$ cat config.mk
export PLATFORM = sky130hd
export DESIGN_NAME = kbd_buffer_flat
export DESIGN_NICKNAME = d
export VERILOG_FILES = /design/src/rtl/kbd_buffer_pkg.sv /design/src/rtl/kbd_buffer_if.sv /design/src/rtl/kbd_buffer_sfifo.sv /design/src/rtl/kbd_buffer.sv /design/src/flat_wrapper.sv
export SDC_FILE = /design/constraint.sdc
export NUM_CORES = 1
export LEC_CHECK = 0
export CORE_AREA = 2 2 110 112
export DETAILED_ROUTE_END_ITERATION = 12
export DIE_AREA = 0 0 112 114
export HOLD_SLACK_MARGIN = 0.08
export PLACE_DENSITY = 0.78
export SETUP_SLACK_MARGIN = 0.4
export SYNTH_ARGS = -nofsm -noshare
export SYNTH_HDL_FRONTEND = slang
export SYNTH_SLANG_ARGS = --single-unit
$ cat constraint.sdc
create_clock -name clock -period 3 [get_ports clock]
set_input_delay 0.3 -clock clock [delete_from_list [all_inputs] [get_ports clock]]
set_output_delay 0.3 -clock clock [all_outputs]
set_load 0.02 [all_outputs]
$ cat src/rtl/kbd_buffer_pkg.sv
// Shared definitions for the keyboard scan-code buffer: status byte bit
// positions, the IRQ state encoding and a status-byte packing helper.
package kbd_pkg;

  localparam int ST_NONEMPTY = 0;
  localparam int ST_FULL     = 1;
  localparam int ST_OVF      = 2;

  typedef enum logic [1:0] {
    S_IDLE   = 2'd0,
    S_ASSERT = 2'd1,
    S_GAP    = 2'd2
  } irq_state_e;

  // Packs the three flags into the port 64h style status byte.
  function automatic logic [7:0] make_status(input logic ovf,
                                             input logic full,
                                             input logic nonempty);
    logic [7:0] s;
    s              = 8'h00;
    s[ST_OVF]      = ovf;
    s[ST_FULL]     = full;
    s[ST_NONEMPTY] = nonempty;
    return s;
  endfunction

endpackage

$ cat src/rtl/kbd_buffer_if.sv
// Signal bundle between the PS/2 receiver / port controller and the
// keyboard buffer.
//
// Handshake: there is no valid/ready pair. ps2_hit and rd are level strobes
// that the buffer edge-detects; each low-to-high transition sampled on a
// clock edge is exactly one push (ps2_data captured on that edge) or one
// pop. Holding a strobe high does nothing further. clr is a plain level
// sampled every cycle. q/status/count/irq are registered outputs and
// irq_state exposes the IRQ FSM state for observation.
interface kbd_buffer_if #(
  parameter int DEPTH_LOG2 = 4
);
  import kbd_pkg::*;

  logic [7:0]          ps2_data;
  logic                ps2_hit;
  logic                rd;
  logic                clr;
  logic                irq_en;
  logic [7:0]          q;
  logic [7:0]          status;
  logic [DEPTH_LOG2:0] count;
  logic                irq;
  irq_state_e          irq_state;

  // Buffer side.
  modport slave (
    input  ps2_data, ps2_hit, rd, clr, irq_en,
    output q, status, count, irq, irq_state
  );

  // Receiver / port controller side.
  modport master (
    output ps2_data, ps2_hit, rd, clr, irq_en,
    input  q, status, count, irq, irq_state
  );

endinterface

$ cat src/rtl/kbd_buffer_sfifo.sv
// Synchronous first-word-fall-through FIFO with occupancy count and a
// synchronous flush. Pushes into a full FIFO are ignored unless a pop
// happens in the same cycle; pops from an empty FIFO are ignored.
module sfifo #(
  parameter int WIDTH = 8,
  parameter int AW    = 4
) (
  input  logic             clk,
  input  logic             rst,
  input  logic             flush_i,
  input  logic             push_i,
  input  logic             pop_i,
  input  logic [WIDTH-1:0] wdata_i,
  output logic [WIDTH-1:0] rdata_o,
  output logic [AW:0]      count_o,
  output logic             empty_o,
  output logic             full_o
);

  localparam int DEPTH = 1 << AW;
  localparam logic [AW:0] FULL_CNT = {1'b1, {AW{1'b0}}};

  logic [WIDTH-1:0] mem_q [DEPTH];
  logic [AW-1:0]    wptr_q, wptr_d;
  logic [AW-1:0]    rptr_q, rptr_d;
  logic [AW:0]      count_q, count_d;
  logic             wr_en, rd_en;

  // Accept/commit decisions and next pointer/count values.
  always_comb begin
    rd_en   = pop_i & (count_q != '0);
    wr_en   = push_i & ((count_q != FULL_CNT) | rd_en);
    wptr_d  = wptr_q;
    rptr_d  = rptr_q;
    count_d = count_q;
    if (flush_i) begin
      wptr_d  = '0;
      rptr_d  = '0;
      count_d = '0;
    end else begin
      if (wr_en) wptr_d = wptr_q + AW'(1);
      if (rd_en) rptr_d = rptr_q + AW'(1);
      case ({wr_en, rd_en})
        2'b10:   count_d = count_q + (AW+1)'(1);
        2'b01:   count_d = count_q - (AW+1)'(1);
        default: count_d = count_q;
      endcase
    end
  end

  // Pointer and occupancy registers.
  always_ff @(posedge clk or posedge rst) begin
    if (rst) begin
      wptr_q  <= '0;
      rptr_q  <= '0;
      count_q <= '0;
    end else begin
      wptr_q  <= wptr_d;
      rptr_q  <= rptr_d;
      count_q <= count_d;
    end
  end

  // Storage array; contents are only meaningful behind the count.
  always_ff @(posedge clk) begin
    if (wr_en && !flush_i) mem_q[wptr_q] <= wdata_i;
  end

  assign rdata_o = mem_q[rptr_q];
  assign count_o = count_q;
  assign empty_o = (count_q == '0);
  assign full_o  = (count_q == FULL_CNT);

endmodule

$ cat src/rtl/kbd_buffer.sv
// Keyboard scan-code buffer: edge-detects the receive and read strobes,
// queues bytes in an sfifo, presents registered head/status/count for the
// port controller, and raises a level IRQ with a forced low gap after every
// pop so an edge-triggered interrupt controller sees one edge per byte.
module kbd_buffer
  import kbd_pkg::*;
#(
  parameter int DEPTH_LOG2 = 4,
  parameter int IRQ_GAP    = 2
) (
  input  logic         clock,
  input  logic         reset,
  kbd_buffer_if.slave  bus
);

  localparam int CW = DEPTH_LOG2 + 1;
  // GAP state length is IRQ_GAP-1 cycles (at least one); the IDLE cycle
  // that re-arms the request completes the IRQ_GAP-cycle low interval.
  localparam int GAP_LOAD = (IRQ_GAP > 2) ? IRQ_GAP - 2 : 0;
  localparam int GAP_W    = $clog2(GAP_LOAD + 2);

  logic             hit_d_q, rd_d_q;
  logic             push, pop, pop_valid;
  logic             fifo_push, fifo_pop;
  logic [7:0]       fifo_rdata;
  logic [CW-1:0]    fifo_count;
  logic             fifo_empty, fifo_full;
  logic             ovf_q, ovf_d;
  logic [7:0]       q_q, q_d;
  logic [7:0]       status_q, status_d;
  logic [CW-1:0]    count_q, count_d;
  irq_state_e       state_q, state_d;
  logic [GAP_W-1:0] gap_q, gap_d;
  logic             irq_q, irq_d;

  sfifo #(
    .WIDTH (8),
    .AW    (DEPTH_LOG2)
  ) u_fifo (
    .clk     (clock),
    .rst     (reset),
    .flush_i (bus.clr),
    .push_i  (fifo_push),
    .pop_i   (fifo_pop),
    .wdata_i (bus.ps2_data),
    .rdata_o (fifo_rdata),
    .count_o (fifo_count),
    .empty_o (fifo_empty),
    .full_o  (fifo_full)
  );

  // Strobe edges, flush gating and the datapath next values.
  always_comb begin
    push      = bus.ps2_hit & ~hit_d_q;
    pop       = bus.rd & ~rd_d_q;
    fifo_push = push & ~bus.clr;
    fifo_pop  = pop & ~bus.clr;
    pop_valid = fifo_pop & ~fifo_empty;
    ovf_d     = ovf_q | (fifo_push & fifo_full & ~pop_valid);
    q_d       = fifo_empty ? 8'h00 : fifo_rdata;
    count_d   = fifo_count;
    status_d  = make_status(ovf_q, fifo_full, ~fifo_empty);
    if (bus.clr) begin
      ovf_d    = 1'b0;
      q_d      = 8'h00;
      count_d  = '0;
      status_d = 8'h00;
    end
  end

  // IRQ FSM next state; the request follows the ASSERT state.
  always_comb begin
    state_d = state_q;
    gap_d   = gap_q;
    case (state_q)
      S_IDLE: begin
        gap_d = '0;
        if (bus.irq_en && status_q[ST_NONEMPTY] && !bus.clr) state_d = S_ASSERT;
      end
      S_ASSERT: begin
        if (bus.clr || !bus.irq_en) begin
          state_d = S_IDLE;
        end else if (pop_valid) begin
          state_d = S_GAP;
          gap_d   = GAP_W'(GAP_LOAD);
        end
      end
      S_GAP: begin
        if (bus.clr || gap_q == '0) begin
          state_d = S_IDLE;
          gap_d   = '0;
        end else begin
          gap_d = gap_q - GAP_W'(1);
        end
      end
      default: begin
        state_d = S_IDLE;
        gap_d   = '0;
      end
    endcase
    irq_d = (state_d == S_ASSERT);
  end

  // All buffer-level registers.
  always_ff @(posedge clock or posedge reset) begin
    if (reset) begin
      hit_d_q  <= 1'b0;
      rd_d_q   <= 1'b0;
      ovf_q    <= 1'b0;
      q_q      <= 8'h00;
      status_q <= 8'h00;
      count_q  <= '0;
      state_q  <= S_IDLE;
      gap_q    <= '0;
      irq_q    <= 1'b0;
    end else begin
      hit_d_q  <= bus.ps2_hit;
      rd_d_q   <= bus.rd;
      ovf_q    <= ovf_d;
      q_q      <= q_d;
      status_q <= status_d;
      count_q  <= count_d;
      state_q  <= state_d;
      gap_q    <= gap_d;
      irq_q    <= irq_d;
    end
  end

  assign bus.q         = q_q;
  assign bus.status    = status_q;
  assign bus.count     = count_q;
  assign bus.irq       = irq_q;
  assign bus.irq_state = state_q;

endmodule
$ cat src/flat_wrapper.sv
// flat-port wrapper written by rule: the top's interface ports become plain ports
module kbd_buffer_flat import kbd_pkg::*;
#(
  parameter int DEPTH_LOG2 = 4,
  parameter int IRQ_GAP    = 2
)
  (clock, reset, bus_ps2_data, bus_ps2_hit, bus_rd, bus_clr, bus_irq_en, bus_q, bus_status, bus_count, bus_irq, bus_irq_state);
  kbd_buffer_if #(.DEPTH_LOG2(DEPTH_LOG2)) bus_i ();
  input  logic clock;
  input  logic reset;
  input wire logic [$bits(bus_i.ps2_data)-1:0] bus_ps2_data;
  input wire logic [$bits(bus_i.ps2_hit)-1:0] bus_ps2_hit;
  input wire logic [$bits(bus_i.rd)-1:0] bus_rd;
  input wire logic [$bits(bus_i.clr)-1:0] bus_clr;
  input wire logic [$bits(bus_i.irq_en)-1:0] bus_irq_en;
  output wire logic [$bits(bus_i.q)-1:0] bus_q;
  output wire logic [$bits(bus_i.status)-1:0] bus_status;
  output wire logic [$bits(bus_i.count)-1:0] bus_count;
  output wire logic [$bits(bus_i.irq)-1:0] bus_irq;
  output wire logic [$bits(bus_i.irq_state)-1:0] bus_irq_state;
  assign bus_i.ps2_data = bus_ps2_data;
  assign bus_i.ps2_hit = bus_ps2_hit;
  assign bus_i.rd = bus_rd;
  assign bus_i.clr = bus_clr;
  assign bus_i.irq_en = bus_irq_en;
  assign bus_q = bus_i.q;
  assign bus_status = bus_i.status;
  assign bus_count = bus_i.count;
  assign bus_irq = bus_i.irq;
  assign bus_irq_state = bus_i.irq_state;
  kbd_buffer #(.DEPTH_LOG2(DEPTH_LOG2), .IRQ_GAP(IRQ_GAP)) u_core (.clock(clock), .reset(reset), .bus(bus_i));
endmodule
# Word level (Yosys, flattened, before mapping)
# Memory sizes are Yosys's and may differ from the RTL's.
# Cells that the tools add are included.
[classes]
addsub = 5
eq_ne = 9
mux = 22
bitwise_logic = 17
n_reduce_logical = 14
[op_table]
columns = ["op", "n"]
rows = [
  ["2-to-1 mux 4 bit", 4],
  ["2-to-1 mux 8 bit", 2],
  ["2-to-1 mux 5 bit", 2],
  ["one-hot mux 5 bit (2 select lines)", 1],
  ["AND 1 bit", 9],
  ["adder 4 x 1 -> 4 bit (second input constant)", 2],
  ["2-to-1 mux 2 bit", 4],
  ["== test 2 x 1 -> 1 bit (second input constant)", 3],
  ["2-to-1 mux 1 bit", 6],
  ["NOT 1 bit", 6],
  ["one-hot mux 2 bit (3 select lines)", 1],
  ["adder 5 x 1 -> 5 bit (second input constant)", 1],
  ["== test 5 bit (second input constant)", 1],
  ["logical NOT 5 bit", 1],
  ["inequality test 5 bit (second input constant)", 1],
  ["nonzero test 5 bit", 1],
  ["subtractor 5 x 1 -> 5 bit (second input constant)", 1],
  ["== test 2 bit (second input constant)", 2],
  ["nonzero test 2 bit", 2],
  ["logical AND 1 bit", 3],
  ["2-to-1 mux 3 bit", 1],
  ["nonzero test 3 bit", 1],
  ["logical NOT 1 bit", 2],
  ["logical NOT 2 bit", 1],
  ["7 further kinds", 9],
]
[word_totals]
reg_bits = 36
mem_bits_rw = 128
in_bits = 14
word_cells = 80
memories = 1
[mem_list]
columns = ["name", "words", "word_bits", "read_ports", "rd_ports_with_merged_regs", "wr", "line_no", "source"]
rows = [
  ["u_core.u_fifo.mem_q", 16, 8, 1, 0, 1, "kbd_buffer_sfifo.sv:23", "logic [WIDTH-1:0] mem_q [DEPTH];"],
]

# Logic depth before layout (Yosys ltp)
[logic_depth]
word_depth = 9
ltp_mapped = 10

# Modules after synthesis
# From an unflattened synthesis, not the netlist that was laid out.
[unflattened]
cells_unflattened = 357
area_unflattened_um2 = 6671.4
[modules_own_cells]
columns = ["module", "n_inst", "cells_each", "area_per_inst_um2", "seq_area_each_um2"]
rows = [
  ["sfifo", 1, 296, 5818.1, 4169.0],
  ["kbd_buffer", 1, 61, 853.3, 575.6],
]

# Worst setup path after synthesis
# No wires, ideal clock.
[synth_timing]
path_type = "input to register"
start = "in bus_clr"
end = "reg u_core.u_fifo.count_q[4], in the netlist u_core.u_fifo.count_o[4]"
arrival_time_ns = 2.350
t_required_ns = 2.905
slack_ns = 0.554
stages = 10
cell_sequence = "buf_6 -> or3b_4 -> a211oi_1 -> xor2_1 -> ha_1 -> nor2_1 -> nor4b_1 -> a221oi_2 -> a211o_1 -> o31ai_1"
[synth_via]
elab_chain_len = 8
word_cells_on_any_way = 11
classes_between = "eq/ne (2); mux (2); bitwise (6); reduce/logical (1)"
[synth_lines]
columns = ["element", "line_no", "source"]
rows = [
  ["from (decl)", "flat_wrapper.sv:14", "input wire logic [$bits(bus_i.clr)-1:0] bus_clr;"],
  ["NOT 1 bit", "kbd_buffer.sv:56, kbd_buffer.sv:57", ""],
  ["AND 1 bit", "kbd_buffer.sv:57", "fifo_pop = pop & ~bus.clr;"],
  ["AND 1 bit", "kbd_buffer_sfifo.sv:31", "rd_en = pop_i & (count_q != '0);"],
  ["bitwise OR 1 bit", "kbd_buffer_sfifo.sv:32", "wr_en = push_i & ((count_q != FULL_CNT) | rd_en);"],
  ["AND 1 bit", "kbd_buffer_sfifo.sv:32", ""],
  ["== test 2 x 1 -> 1 bit / == test 2 bit (equally long branches)", "kbd_buffer_sfifo.sv:43", "case ({wr_en, rd_en})"],
  ["one-hot mux 5 bit (2 select lines)", "kbd_buffer_sfifo.sv:43", ""],
  ["2-to-1 mux 5 bit", "kbd_buffer_sfifo.sv:36", "if (flush_i) begin"],
  ["to (signal assigned)", "kbd_buffer_sfifo.sv:60", "count_q <= count_d;"],
  ["to (decl)", "kbd_buffer_sfifo.sv:26", "logic [AW:0] count_q, count_d;"],
]
# Parallel ways exist; a longest one is shown, timed or not.
# A chain may end at the register's enable or synchronous reset.

# Final worst setup path
[layout_timing]
start = "reg u_core.u_fifo.count_q[1], in the netlist u_core.u_fifo.count_o[1]"
end = "reg u_core.u_fifo.count_q[4], in the netlist u_core.u_fifo.count_o[4]"
[layout_via]
elab_chain_len = 7
word_cells_on_any_way = 12
classes_between = "add/sub (2); eq/ne (3); mux (2); bitwise (3); reduce/logical (2)"
[layout_lines]
columns = ["element", "line_no"]
rows = [
  ["nonzero test 5 bit", "kbd_buffer_sfifo.sv:31"],
  ["AND 1 bit", "kbd_buffer_sfifo.sv:31"],
  ["bitwise OR 1 bit", "kbd_buffer_sfifo.sv:32"],
  ["AND 1 bit", "kbd_buffer_sfifo.sv:32"],
  ["== test 2 x 1 -> 1 bit / == test 2 bit (equally long branches)", "kbd_buffer_sfifo.sv:43"],
  ["one-hot mux 5 bit (2 select lines)", "kbd_buffer_sfifo.sv:43"],
  ["2-to-1 mux 5 bit", "kbd_buffer_sfifo.sv:36"],
]
# Parallel ways exist; a longest one is shown, timed or not.

==> impl_metrics.env <==
export IMPL_status="finished, final reports clean"
export IMPL_cts_buffer_depth=2
export IMPL_cp_common_cell="buf_4"
export IMPL_syn2layout_area_growth_pct=19.0
export IMPL_cts_tree="done"
export IMPL_ys_warnings_count=0
export IMPL_routedWlPerCell_um=22.4
export IMPL_p_int_mw=4.27
export IMPL_synth_seq_area_share=0.706
export IMPL_critPathBufInv=2
export IMPL_htreeDepth=4
export IMPL_fmax_mhz=409
export IMPL_ios=38
export IMPL_slew_viol_final=0
export IMPL_cp_required_ns=3.34
export IMPL_cp_top_family="compound AO/OA/AOI/OAI gates"
export IMPL_leakage_nw=2.79
export IMPL_cp_arrival_ns=2.78
export IMPL_rsz0062_at_grt="no"
export IMPL_final_common_cell="edfxtp_1"
export IMPL_grt_pass1_vias=3784
export IMPL_grt_first_pass_wirelength_mm=21.3
export IMPL_cp_start_kind="register"
export IMPL_final_layout_size_suffix_gt1_frac=0.233
export IMPL_fin_skew_ns=0.00551
export IMPL_endpoint_kind="register"
export IMPL_tns_ns=0
export IMPL_cts_clk_slew_worst_paths_ns=0.06
export IMPL_max_cap_violations=0
export IMPL_relSlewSlack=0.560
export IMPL_critPathKind="reg -> reg"
export IMPL_synth_edff_count=128
export IMPL_synth_xor_area_frac=0.0117
export IMPL_cts_buffers=17
export IMPL_ys_ff_latch=164
export IMPL_synthTopCellsByArea="edfxtp_1 57%, dfrtp_1 13%, mux4_2 11%, a211oi_1 2.0%, mux2i_1 1.3%"
export IMPL_synth_top_area_frac=0.572
export IMPL_grtUsageTotal=0.230
export IMPL_core_area_um2=11700
export IMPL_cp_max_fo=8
export IMPL_io_buffer_count=32
export IMPL_p_switching_mw=1.26
export IMPL_cts_sinks=164
export IMPL_clkPwrFrac=0.429
export IMPL_die_y_um=114
export IMPL_wl_mm=13.6
export IMPL_gr_total_overflow=0
export IMPL_hold_buffers=0
export IMPL_async_flop_share=0.220
export IMPL_synthAdderAreaFrac=0.0130
export IMPL_synth_cell_type_count=48
export IMPL_syn_inst=386
export IMPL_layout_common_cells="128 x edfxtp_1, 35 x dfrtp_1, 32 x mux4_2, 32 x clkdlybuf4s50_1, 31 x buf_4"
export IMPL_ant_nets=0
export IMPL_setup_viol=0
export IMPL_die_area_um2=12800
export IMPL_drt_iter0_drc=331
export IMPL_netlist_top_cell_by_area="edfxtp_1"
export IMPL_hold_class="in -> async"
export IMPL_cpMaxStageDelayCell="dfrtp_1"
export IMPL_power_frac_seq=0.467
export IMPL_fin_nets=467
export IMPL_num_vias=3682
export IMPL_drt_pass1_iter_count=5
export IMPL_gp_congestion=0.886
export IMPL_die_width_um=112
export IMPL_dpl_hpwl_mm=8.90
export IMPL_grt_start_max_net_pins=27
export IMPL_peakVddDrop_mv=0.519
export IMPL_synth_compound_area_frac=0.0507
export IMPL_dp_cells=574
export IMPL_fp_row_count=40
export IMPL_start_util=0.574
export IMPL_synth_flop_cell="edfxtp_1"
export IMPL_muxShareOfSynthArea=0.121
export IMPL_hold_viol_final=0
export IMPL_clock_latency_ns=0.43
export IMPL_synth_top_family_by_area="multiplexers"
export IMPL_antenna_found_initial=0
export IMPL_worst_pin_slew_ns=0.655
export IMPL_drc_errors=0
export IMPL_power_frac_comb=0.104
export IMPL_viasPerCell=6.08
export IMPL_synth_simple_gate_area_share=0.0706
export IMPL_pwr_density_cell_nw_per_um2=692
export IMPL_synthesis_area_um2=6720
export IMPL_antennaDiodeCount=0
export IMPL_max_stage_delay_ns=0.51
export IMPL_crit_path_cell_trace="nor4_4 -> buf_4 -> a211oi_2 -> buf_4 -> ha_1 -> nor4b_2 -> a221oi_2 -> a21oi_1 -> o31ai_1"
export IMPL_swShare=0.228
export IMPL_syn_avg_cell_area_um2=17.4
export IMPL_fin_crit_sh=0.815
export IMPL_final_cell_count_no_fill=606
export IMPL_ctsRootBufferMaster="clkbuf_16"
export IMPL_period_minus_slack_ns=2.44
final cells by class:
class | count | area [um2]
clock inverters | 15 | 228
clock buffers | 17 | 425
well taps | 147 | 184
inverters | 10 | 37.5
multi-input cells | 190 | 1820
repair buffers | 63 | 553
flip-flops and latches | 164 | 4750
fillers | 744 | 3720
Yosys cell counts (2+ instances only):
cell type and instances:
nand2b_1 2, o21ai_0 3, a211oi_1 18, o31ai_1 3
buf_4 7, nor4b_1 3, nand3b_1 2, edfxtp_1 128
nor3b_2 2, and2_1 8, a31oi_1 2, mux4_2 32
xnor2_1 4, inv_1 9, clkbuf_1 8, nor2b_1 14
a21oi_1 9, dfrtp_1 36, nor3_1 9, buf_2 7
nand2_1 15, nor2_1 15, nand4_1 2, nand3_1 3
mux2i_1 9, buf_1 3, ha_1 7, and3_1 2
xor2_1 5
per-stage QoR:
step                      cell area [um2]  setup WS (ns)   util  total power [mW]  hold WS (ns)
after floorplan                      6730          0.554      -              2.99         0.331
after global placement               7330          0.132  0.626              3.19         0.490
after detailed placement             7330         0.0379  0.626              3.20         0.494
after CTS                            7980          0.465  0.682              5.56         0.191
after global routing                 8000          0.443  0.683              5.72         0.227
final                                8000          0.556  0.683              5.53         0.192
routing by layer:
metal	GRT usage	share of wire	wire (um)	up-vias
li1	-	-	-	1622
met1	0.316	0.42	5760	1873
met2	0.360	0.49	6650	157
met3	0.0590	0.058	780	30
met4	0.0943	0.027	366	0
met5	0	0	0	-
repair_timing:
item,in CTS,in global routing
endpoints found under the hold margin,0,0
buffers inserted,0,0
endpoints found under the setup margin,0,2
gates resized for setup,0,2
registers in the layout, indices dropped and copies added (netlist names), 2 cells and up:
name and cells:
u_core.bus.status 3, u_core.bus.q 8, u_core.u_fifo.wptr_q 4, u_core.u_fifo.mem_q 128, u_core.bus.count 5, u_core.u_fifo.rptr_q 4
u_core.bus.irq_state 2, u_core.u_fifo.count_o 5
kinds of logic (layout without fill, tap and decap cells):
kind of cell | count (synthesis) | count (layout)
buffers and inverters | 36 | 105
multiplexers | 41 | 41
AND/OR/NAND/NOR | 83 | 83
AO/OA/AOI/OAI | 45 | 45
other | 1 | 5
flip-flops | 164 | 164
XOR/XNOR | 9 | 9
adder cells (fa/ha/maj) | 7 | 7
path summary, 6_finish.rpt:
kind / startpoint / endpoint / slack (ns) / cells after the start
max reg2reg: u_core.u_fifo.count_o[1] / u_core.u_fifo.count_o[4] / 0.56 / 9
min in group clock: bus_ps2_hit / u_core.hit_d_q / 0.37 / 1
min: reset / u_core.bus.q[5] / 0.19 / 2
min reg2reg: u_core.gap_q / u_core.gap_q / 0.50 / 2
max in group asynchronous: reset / u_core.u_fifo.rptr_q[0] / 2.18 / 3
max: u_core.u_fifo.count_o[1] / u_core.u_fifo.count_o[4] / 0.56 / 9
worst register-to-register path, cell delays in order (launching register included):
cell	delay, ns
dfrtp_1	0.51
nor4_4	0.29
buf_4	0.21
a211oi_2	0.10
buf_4	0.15
ha_1	0.33
nor4b_2	0.19
a221oi_2	0.28
a21oi_1	0.07
o31ai_1	0.22
power groups by stage:
stage	clock, mW	sequential [mW]	combinational [mW]
3_5_place_dp	0	2.63	0.569
4_1_cts	2.40	2.58	0.577
2_1_floorplan	0	2.62	0.371
6_report	2.37	2.58	0.578
3_3_place_gp	0	2.63	0.562
5_1_grt	2.50	2.59	0.620
(Power assumes the default switching activity.)
